--- src/rtl/spi_slave.sv ---
`default_nettype none
// ============================================================================
// Module   : spi_slave
// Purpose  : SPI slave shift register, CPOL=1 (mode 2), MSB first. Exchanges
//            one DATA_WIDTH-bit word per frame with an external master. The
//            SPI pins are sampled in the clk domain. The host loads transmit
//            data with ld and collects received words on data_o, qualified
//            by a one-cycle rdy pulse.
// Ports    : clk     system clock, rising edge
//            rst     synchronous reset, active-high
//            sck     SPI clock from master, idles high
//            sdi     MOSI
//            sdo     MISO, always driven from int_sdo
//            ss      slave select, active-low
//            data_i  parallel transmit word
//            data_o  last complete received word
//            ld      load data_i into the shift register (frame boundary only)
//            rdy     one-cycle pulse marking a completed frame
// Options  : SPISLAVE_SYNC_EN - when defined, sck/sdi/ss each pass through a
//            2-flop synchronizer (all latencies +2 clk, sck phases >= 4 clk).
// Revision : 1.0 - initial release
// ============================================================================
module spi_slave #(
    parameter int DATA_WIDTH = 8
) (
    input  logic                  clk,
    input  logic                  rst,
    input  logic                  sck,
    input  logic                  sdi,
    output logic                  sdo,
    input  logic                  ss,
    input  logic [DATA_WIDTH-1:0] data_i,
    output logic [DATA_WIDTH-1:0] data_o,
    input  logic                  ld,
    output logic                  rdy
);

    localparam int CNT_W = (DATA_WIDTH > 2) ? $clog2(DATA_WIDTH) : 1;
    localparam logic [CNT_W-1:0] CNT_LAST = CNT_W'(DATA_WIDTH - 1);

    logic [DATA_WIDTH-1:0] int_sr;
    logic                  int_sdo;
    logic                  int_rdy;
    logic [CNT_W-1:0]      bit_cnt;
    logic                  sck_q;

    logic                  sck_in;
    logic                  sdi_in;
    logic                  ss_in;

`ifdef SPISLAVE_SYNC_EN
    // Two-stage synchronizers for an asynchronous master. ss resets to the
    // deselected level so no spurious frame activity follows reset.
    logic [1:0] sck_sync;
    logic [1:0] sdi_sync;
    logic [1:0] ss_sync;

    always_ff @(posedge clk) begin
        if (rst) begin
            sck_sync <= 2'b11;
            sdi_sync <= 2'b00;
            ss_sync  <= 2'b11;
        end else begin
            sck_sync <= {sck_sync[0], sck};
            sdi_sync <= {sdi_sync[0], sdi};
            ss_sync  <= {ss_sync[0], ss};
        end
    end

    assign sck_in = sck_sync[1];
    assign sdi_in = sdi_sync[1];
    assign ss_in  = ss_sync[1];
`else
    assign sck_in = sck;
    assign sdi_in = sdi;
    assign ss_in  = ss;
`endif

    logic                  sck_fall;
    logic                  sck_rise;
    logic [DATA_WIDTH-1:0] sr_shifted;

    assign sck_fall   = sck_q & ~sck_in & ~ss_in;
    assign sck_rise   = ~sck_q & sck_in & ~ss_in;
    assign sr_shifted = {int_sr[DATA_WIDTH-2:0], sdi_in};

    always_ff @(posedge clk) begin
        if (rst) begin
            int_sr  <= '0;
            int_sdo <= 1'b0;
            int_rdy <= 1'b0;
            bit_cnt <= '0;
            sck_q   <= 1'b0;
            data_o  <= '0;
        end else begin
            sck_q   <= sck_in;
            int_rdy <= 1'b0;

            if (ss_in) begin
                // Deselected: abort any partial frame but keep int_sr and
                // int_sdo. A load is still accepted at a frame boundary so
                // the host can prepare the next word while deselected.
                bit_cnt <= '0;
                if (ld && (bit_cnt == '0)) begin
                    int_sr  <= data_i;
                    int_sdo <= data_i[DATA_WIDTH-1];
                end
            end else if (sck_fall) begin
                if (bit_cnt == CNT_LAST) begin
                    // Frame complete. A same-cycle load replaces the clear
                    // so back-to-back frames can carry fresh data.
                    data_o  <= sr_shifted;
                    int_rdy <= 1'b1;
                    bit_cnt <= '0;
                    if (ld) begin
                        int_sr  <= data_i;
                        int_sdo <= data_i[DATA_WIDTH-1];
                    end else begin
                        int_sr  <= '0;
                    end
                end else begin
                    // A falling edge at count 0 is the first bit of a frame;
                    // sampling it takes priority over a coincident load.
                    int_sr  <= sr_shifted;
                    bit_cnt <= bit_cnt + CNT_W'(1);
                end
            end else if (ld && (bit_cnt == '0)) begin
                // Load beats a coincident rising edge so the new MSB is
                // what appears on sdo.
                int_sr  <= data_i;
                int_sdo <= data_i[DATA_WIDTH-1];
            end else if (sck_rise) begin
                int_sdo <= int_sr[DATA_WIDTH-1];
            end
        end
    end

    assign sdo = int_sdo;
    assign rdy = int_rdy;

endmodule
`default_nettype wire

--- config.mk ---
export PLATFORM = sky130hd
export DESIGN_NAME = spi_slave
export DESIGN_NICKNAME = d
export VERILOG_FILES = /design/src/rtl/spi_slave.sv
export SDC_FILE = /design/constraint.sdc
export NUM_CORES = 1
export LEC_CHECK = 0
export CAP_MARGIN = 20
export CORE_MARGIN = 3
export CORE_UTILIZATION = 48
export DETAILED_ROUTE_END_ITERATION = 6
export GPL_ROUTABILITY_DRIVEN = 0
export PLACE_DENSITY = 0.77
export SLEW_MARGIN = 20
export SYNTH_ARGS = -nofsm -noshare
export SYNTH_HDL_FRONTEND = slang
export SYNTH_SLANG_ARGS = --single-unit
--- constraint.sdc ---
create_clock -name clk -period 2 [get_ports clk]
set_input_delay 0.4 -clock clk [delete_from_list [all_inputs] [get_ports clk]]
set_output_delay 0.4 -clock clk [all_outputs]
set_load 0.01 [all_outputs]
==> results.md, run 1 <==
- Result of the run: complete, no violations
- Sequential-to-total area share from yosys stat: 0.427
- Most prevalent standard cell on the critical path: ha_1
- Final critical-path share of the clock period: 0.823
- Proportion of layout cells with a drive suffix above 1: 0.0963
- Critical path start-end classification: flip-flop to flip-flop
- Area share of the leading cell type in the synthesized netlist: 0.427
- Total overflow reported by the global router: 0
- Register area: 440 µm²
- Tightest Hold Check Type: flip-flop to flip-flop
- Post-synthesis cell type count: 26
- Final Hold Vio Count: 0
- Register bit count reported by yosys: 22
- Detailed-route vias per instance: 5.43
- Number of pins exceeding their max-slew limit in the final report: 0
- Critical-path top delay cell: dfxtp_1
- Hold_sp: data_o[2]$_SDFFE_PP0P_
- Routed wire length: 2.14 mm
- Die Span Y: 52.4 µm
- Crit-path max FO: 8
- Cell count of the worst reg-to-reg path: 6
- Unrepaired setup endpoints after global routing: false
- Worst setup SP type: flip-flop
- Largest net degree at the start of global routing: 13
- Average footprint of a synthesized cell: 9.30 µm²
- Shortest period the worst path allows: 1.65 ns
- Port bufs: 23
- Initial core utilization: 0.516
- Power density of the placed cells: about 610 nW/µm²
- Number of warnings reported in the yosys synthesis log: 0
- H-tree depth: 1
- Max frequency: approximately 0.6 GHz
- Worst slew slack as a fraction of its limit: 0.742
- Number of antenna violations at the first check in global routing: 0
- Clock Pin Slew Worst Setup and Hold Paths: 0.12 ns
- Overall via count from detail_route: 879
- Multi-input combinational cell area: about 530 µm²
- Summed instance area of the synthesized netlist: 1030 µm²
- Required arrival time at the worst endpoint: 2.20 ns
- Clock Skews: 0.00472 ns
- Number of global-route vias before repair: a little under 800
- Transition at the pin with the smallest max-transition slack: 0.386 ns
- Detailed-placement wirelength estimate: about 1.6 mm
- DRC: 0
- Antenna Cells: 0
- CP cell instances: ha_1, ha_1, and4bb_1, and2_4, a22oi_1, o22ai_1
- Floorplan row count: 16
- IR Drop Worst-Case VDD: around 0.00034 V
- Buffers and inverters on the worst path: 0
- Area enclosed by the die boundary: 2740 µm²
- Leakage power summed over all cells: about 0.0005 µW
- Count of routing violations after the opening detailed-route iteration: 34
- Arrival time worst endpoint: between 1.5 and 2 ns
- Endpoint type of the worst setup path: flip-flop
- Startpoint of the worst register-to-register path: bit_cnt[1]$_SDFFE_PP0N_
- TritonCTS Buffers: 3
- Post-CTS Setup Inserts: 0
- Total of endpoints with negative setup slack in the final report: 0
- Signed area change from the synthesized netlist to the final layout: 27.2%
- Clock Path Buffers: 2
- Final setup TNS: 0 ns
- Wire length per cell after detailed routing: 13.2 µm
- Latest clock arrival within the worst-skew pair: 0.30 ns
- Number of sinks handled by clock tree synthesis: 22
- Gr usage total: 0.178
- Number of instances on the worst hold path: 2
- Setup slack on the worst flop-to-flop path: 0.35 ns
- Clock root buffer master: clkbuf_4
- Remaining antenna violation count after routing: 0
- Quantity of hold-fixing buffers added after cts: 0
- Count of filler cells inserted in the layout: 177
- Count of nets after finishing: 153
- Critical path's largest stage delay: 0.35 ns
- Reg-to-reg critical path endpoint: int_sr[0]$_SDFF_PP0_
- Detailed Routing Iterations Pass 1: 4
- Wire length of the first global-routing pass: between 3 and 4 mm
- Final core utilization: 0.656
- Library cell with the largest summed area after synthesis: dfxtp_1
- Standard cell core area: 2000 µm²
- Main area contributors after synthesis: dfxtp_1 43%, mux2i_1 11%, a22oi_1 6.5%
- Synthesized net count: about 130
- CTS tree: yes
- Crit-path leading delay family: adder cells
- Worst hold slack across all endpoints: 0.461 ns
- Total I/O pin count: 24
- Max_cap viols: 0
- End of the worst hold path: data_o[2]$_SDFFE_PP0P_
- Chip width: between 50 and 60 µm
- Post_cts resized: 0
- Synthesized instance count: ~110
## report_power, final
part           switching (µW)  total, µW  internal (µW)
clock network             132        243            111
logic                    44.3       99.6           55.3
registers                11.6        464            452
total                     188        806            618
## per-stage QoR
step	cells	setup slack, ns	total power [µW]	cell area [µm²]
global placement	158	0.134	570	1280
CTS	162	0.327	814	1310
floorplan	111	0.307	524	1030
global route	162	0.254	853	1310
detailed placement	158	0.0465	572	1280
finish	162	0.355	806	1310
## tightest hold or removal path, stage by stage (launching register included)
cell and delay (ns):
dfxtp_1 0.33, nand2_1 0.05, a21oi_1 0.05
## cell families (layout without fill, tap and decap cells)
kind of cell               count (synthesis)  after routing  synth area share
muxes                                     11             11             0.107
buffers and inverters                      9             33            0.0558
AOI/OAI and AO/OA                         31             31             0.188
DFF                                       22             22             0.427
adders and majority gates                  3              3            0.0364
and+or+nand+nor                           35             35             0.187
## area by class of cell
type                            instances  area share
Sequential cell                        22       0.336
Timing Repair Buffer                   27       0.198
Inverter                                2     0.00572
Multi-Input combinational cell         80       0.407
Tap cell                               27      0.0257
Clock buffer                            4      0.0276
## layout by cell type (no fill, tap or decap), types with 4 or more instances in the layout
cell type and count:
nor2_1 4, a21oi_1 11, nand2_1 18, dfxtp_1 22
a22oi_1 9, buf_4 4, o22ai_1 8, clkdlybuf4s50_1 23
mux2i_1 11
## routing by layer
metal,part of all wire,global-route usage
met5,0,0
met3,0.057,0.0541
met4,0.0061,0.0809
met2,0.46,0.262
met1,0.48,0.236
## sequential cells by signal (all words and copies together), names as in the netlist
name	flops
bit_cnt	3
data_o	8
rdy	1
int_sr	8
sck_q	1
sdo	1
## how the worst max path moves through the flow
stage | end | cells after the start | slack (ns) | from
after floorplan | int_sr[0]$_SDFF_PP0_ | 8 | 0.31 | bit_cnt[0]$_SDFFE_PP0N_
after global placement | int_sr[4]$_SDFF_PP0_ | 5 | 0.13 | sck
after detailed placement | int_sr[5]$_SDFF_PP0_ | 5 | 0.05 | sck
after CTS | int_sr[5]$_SDFF_PP0_ | 6 | 0.33 | bit_cnt[1]$_SDFFE_PP0N_
after global routing | int_sr[5]$_SDFF_PP0_ | 6 | 0.25 | bit_cnt[1]$_SDFFE_PP0N_
final | int_sr[0]$_SDFF_PP0_ | 6 | 0.35 | bit_cnt[1]$_SDFFE_PP0N_
## synthesized netlist by cell type
cell,n
a21o_1,1
a21oi_1,11
a22oi_1,9
a311oi_1,1
and2_4,1
and3b_1,1
and4bb_1,1
buf_1,1
buf_2,1
buf_6,3
clkbuf_1,2
dfxtp_1,22
ha_1,3
inv_1,2
mux2i_1,11
nand2_1,18
nand2b_1,1
nand3b_1,2
nor2_1,4
nor2b_1,2
nor3_2,1
nor3_4,1
nor3b_1,1
o21ai_0,1
o22ai_1,8
or2_2,2
Power figures use the tool's default switching activity.
==> run 2: changes to the inputs <==
Settings changed: CORE_UTILIZATION 48 to 43, PLACE_DENSITY 0.77 to 0.73.
Clock period 2 ns to 1.4 ns, I/O delays scaled along.
==> run 2 against run 1 <==
- the flow now finishes with violations (negative setup slack)
- highest routed layer unchanged
- global-route usage increased by 2.5 points
- utilization is 4.7 points higher
- largest power group unchanged
- setup slack worse by 0.46 ns
- hold slack worse by 0.00065 ns
- via count grew 12%
- non-clock buffer count rose by 16
- sequential share of layout area decreased by 5.4 points
- first-iteration DRC count fell by 32%
- clock power rose by 46%
- fmax increased by 9.5%
- critical path type unchanged
- total power is 50% higher
==> results.md, run 2 (same netlist as run 1, synthesis figures left out) <==
- Result of the run: finished with violations
- Violated checks: negative setup slack
- CTS tree: yes
- Number of global-route vias before repair: 980
- Required arrival time at the worst endpoint: 1.60 ns
- Final setup TNS: -0.590 ns
- Fraction of met2 tracks used by global routing: 0.370
- Startpoint of the worst register-to-register path: bit_cnt[1]$_SDFFE_PP0N_
- Clock Pin Slew Worst Setup and Hold Paths: 0.13 ns
- Clock Skews: approximately 0.0061 ns
- Crit path from: bit_cnt[1]$_SDFFE_PP0N_
- Antenna Cells: 0
- Largest net degree at the start of global routing: 13
- Gr usage total: 0.203
- Initial core utilization: 0.458
- Quantity of hold-fixing buffers added after cts: 0
- Routed wire length: 2.75 mm
- Total overflow reported by the global router: 0
- Crit-path max FO: 8
- Hold_sp: data_o[7]$_SDFFE_PP0P_
- Total I/O pin count: 24
- Die Span Y: 55.0 µm
- Area enclosed by the die boundary: 3020 µm²
- Final critical-path share of the clock period: 1.07
- Detailed Routing Iterations Pass 1: 4
- Arrival time worst endpoint: 1.70 ns
- Detailed-placement wirelength estimate: 1.92 mm
- Count of routing violations after the opening detailed-route iteration: 23
- Max frequency: 0.666 GHz
- Worst setup SP type: flip-flop
- Power density of the placed cells: 762 nW/µm²
- Port bufs: 23
- Sequential Power Share: 0.549
- Leakage power summed over all cells: 0.000625 µW
- Buffers and inverters on the worst path: 0
- Critical-path top delay cell: dfxtp_4
- Worst slew slack as a fraction of its limit: 0.742
- Number of antenna violations at the first check in global routing: 0
- Tightest Hold Check Type: flip-flop to flip-flop
- Chip width: roughly 55 µm
- Total of endpoints with negative setup slack in the final report: 10
- Cell internal pwr: 909 µW
- H-tree depth: 1
- Final Hold Vio Count: 0
- Count of nets after finishing: 169
- Setup WS post-layout: -0.102 ns
- IR Drop Worst-Case VDD: 0.000591 V
- Gate power share: 0.157
- Most heavily used metal layer in global routing: met2
- Number of pins exceeding their max-slew limit in the final report: 0
- Transition at the pin with the smallest max-transition slack: around 0.39 ns
- Wire length per cell after detailed routing: 15.4 µm
- Clock Path Buffers: 2
- Met1 track demand over resource in global routing: 0.241
- Latest clock arrival within the worst-skew pair: approximately 0.31 ns
- Commonest non-fill, non-tap cell in the layout: dfxtp_1
- Fraction of power spent switching nets: 0.247
- Critical path start-end classification: flip-flop to flip-flop
- Most frequent cells in the layout: 20 x dfxtp_1, 17 x nand2_1, 13 x clkdlybuf4s50_1, 13 x buf_4
- Number of sinks handled by clock tree synthesis: 22
- Standard cell core area: 2250 µm²
- Floorplan row count: 17
- Final non-filler cell area: 1580 µm²
- Most prevalent standard cell on the critical path: ha_4
- Pre-CTS WS: -0.340 ns
- TritonCTS Buffers: 3
- Setup slack on the worst flop-to-flop path: -0.10 ns
- Shortest period the worst path allows: 1.50 ns
- Switching power total: between 200 and 300 µW
- Placed Instance Area: around 1400 µm²
- Met3 global-route usage: 0.0402
- Reg-to-reg critical path endpoint: int_sr[2]$_SDFF_PP0_
- Remaining antenna violation count after routing: 0
- Overall via count from detail_route: slightly below 1000
- Unrepaired setup endpoints after global routing: true
- Top flop regs: data_o x8, int_sr x8, bit_cnt x3
- Wire length of the first global-routing pass: between 4 and 5 mm
- Final core utilization: 0.703
- Signed area change from the synthesized netlist to the final layout: 53.5%
- Crit-path leading delay family: simple AND/OR/NAND/NOR gates
- Cell depth of the worst setup path: 6
- Detailed-route vias per instance: approximately 5.5
- Clock root buffer master: clkbuf_4
- Critical path's largest stage delay: 0.38 ns
- End of the worst hold path: data_o[7]$_SDFFE_PP0P_
- DRC: 0
- Endpoint type of the worst setup path: flip-flop
- Proportion of layout cells with a drive suffix above 1: 0.344
- Cell count of the worst reg-to-reg path: 6
- Power share of the clock group: 0.294
- Overall power of the completed layout: 1210 µW
- CP cell instances: ha_4, ha_4, and4bb_1, and2_4, a22oi_2, o22ai_2
- Number of instances on the worst hold path: 2
- Max_cap viols: 0
-- run 2: changes by cell type in the layout (fill, tap and decap cells not counted), moves of 5 or more --
| cell | change |
|---|---|
| clkdlybuf4s50_1 | -10 |
| dlygate4sd2_1 | +10 |
| a22oi_1 | -9 |
| a22oi_2 | +9 |
| buf_4 | +9 |
| buf_6 | +5 |
-- run 2: worst min-delay path: cells and delay by family, from the launching register on --
kind	cells	cell delay [ns]
flip-flops	1	0.33
AND/OR/NAND/NOR	1	0.05
AO/OA/AOI/OAI	1	0.05
-- run 2: power by group through the flow --
stage	Sequential [µW]	Clock (µW)	Combinational, µW
2_1_floorplan	674	0	79.3
3_3_place_gp	676	0	162
3_5_place_dp	678	0	167
4_1_cts	662	364	178
5_1_grt	665	387	201
6_report	663	355	189
-- run 2: what timing repair did --
action | 4_1_cts | 5_1_grt
endpoints found under the setup margin | 19 | 19
resized for setup | 21 | 9
endpoints found under the hold margin | 0 | 0
pin swaps | 7 | 9
buffers inserted | 7 | 0
-- run 2: worst max path at each step --
stage	endpoint	slack (ns)
3_5_place_dp	data_o[0]$_SDFFE_PP0P_	-0.34
5_1_grt	int_sr[2]$_SDFF_PP0_	-0.16
3_3_place_gp	data_o[7]$_SDFFE_PP0P_	-0.28
6_report	int_sr[2]$_SDFF_PP0_	-0.10
2_1_floorplan	int_sr[0]$_SDFF_PP0_	-0.17
4_1_cts	int_sr[2]$_SDFF_PP0_	-0.07
-- run 2: through the flow --
stage | hold WS (ns) | std cells
global placement | 0.444 | 169
global route | 0.493 | 179
detailed placement | 0.448 | 169
floorplan | 0.352 | 111
CTS | 0.463 | 180
finish | 0.461 | 179
-- run 2: layer usage --
metal  up-vias  part of all wire  wire, µm
met5         -                 0         0
met3         2             0.036        98
li1        480                 -         -
met1       478              0.42      1170
met4         0            0.0062        17
met2        22              0.53      1470
-- run 2: cell type report --
| type | count | area, µm² |
|---|---|---|
| clock buffer | 4 | 36.3 |
| fill | 178 | 671 |
| inverter | 2 | 7.51 |
| multi-input combinational | 80 | 648 |
| sequential | 22 | 445 |
| tap | 28 | 35.0 |
| timing repair buffer | 43 | 412 |
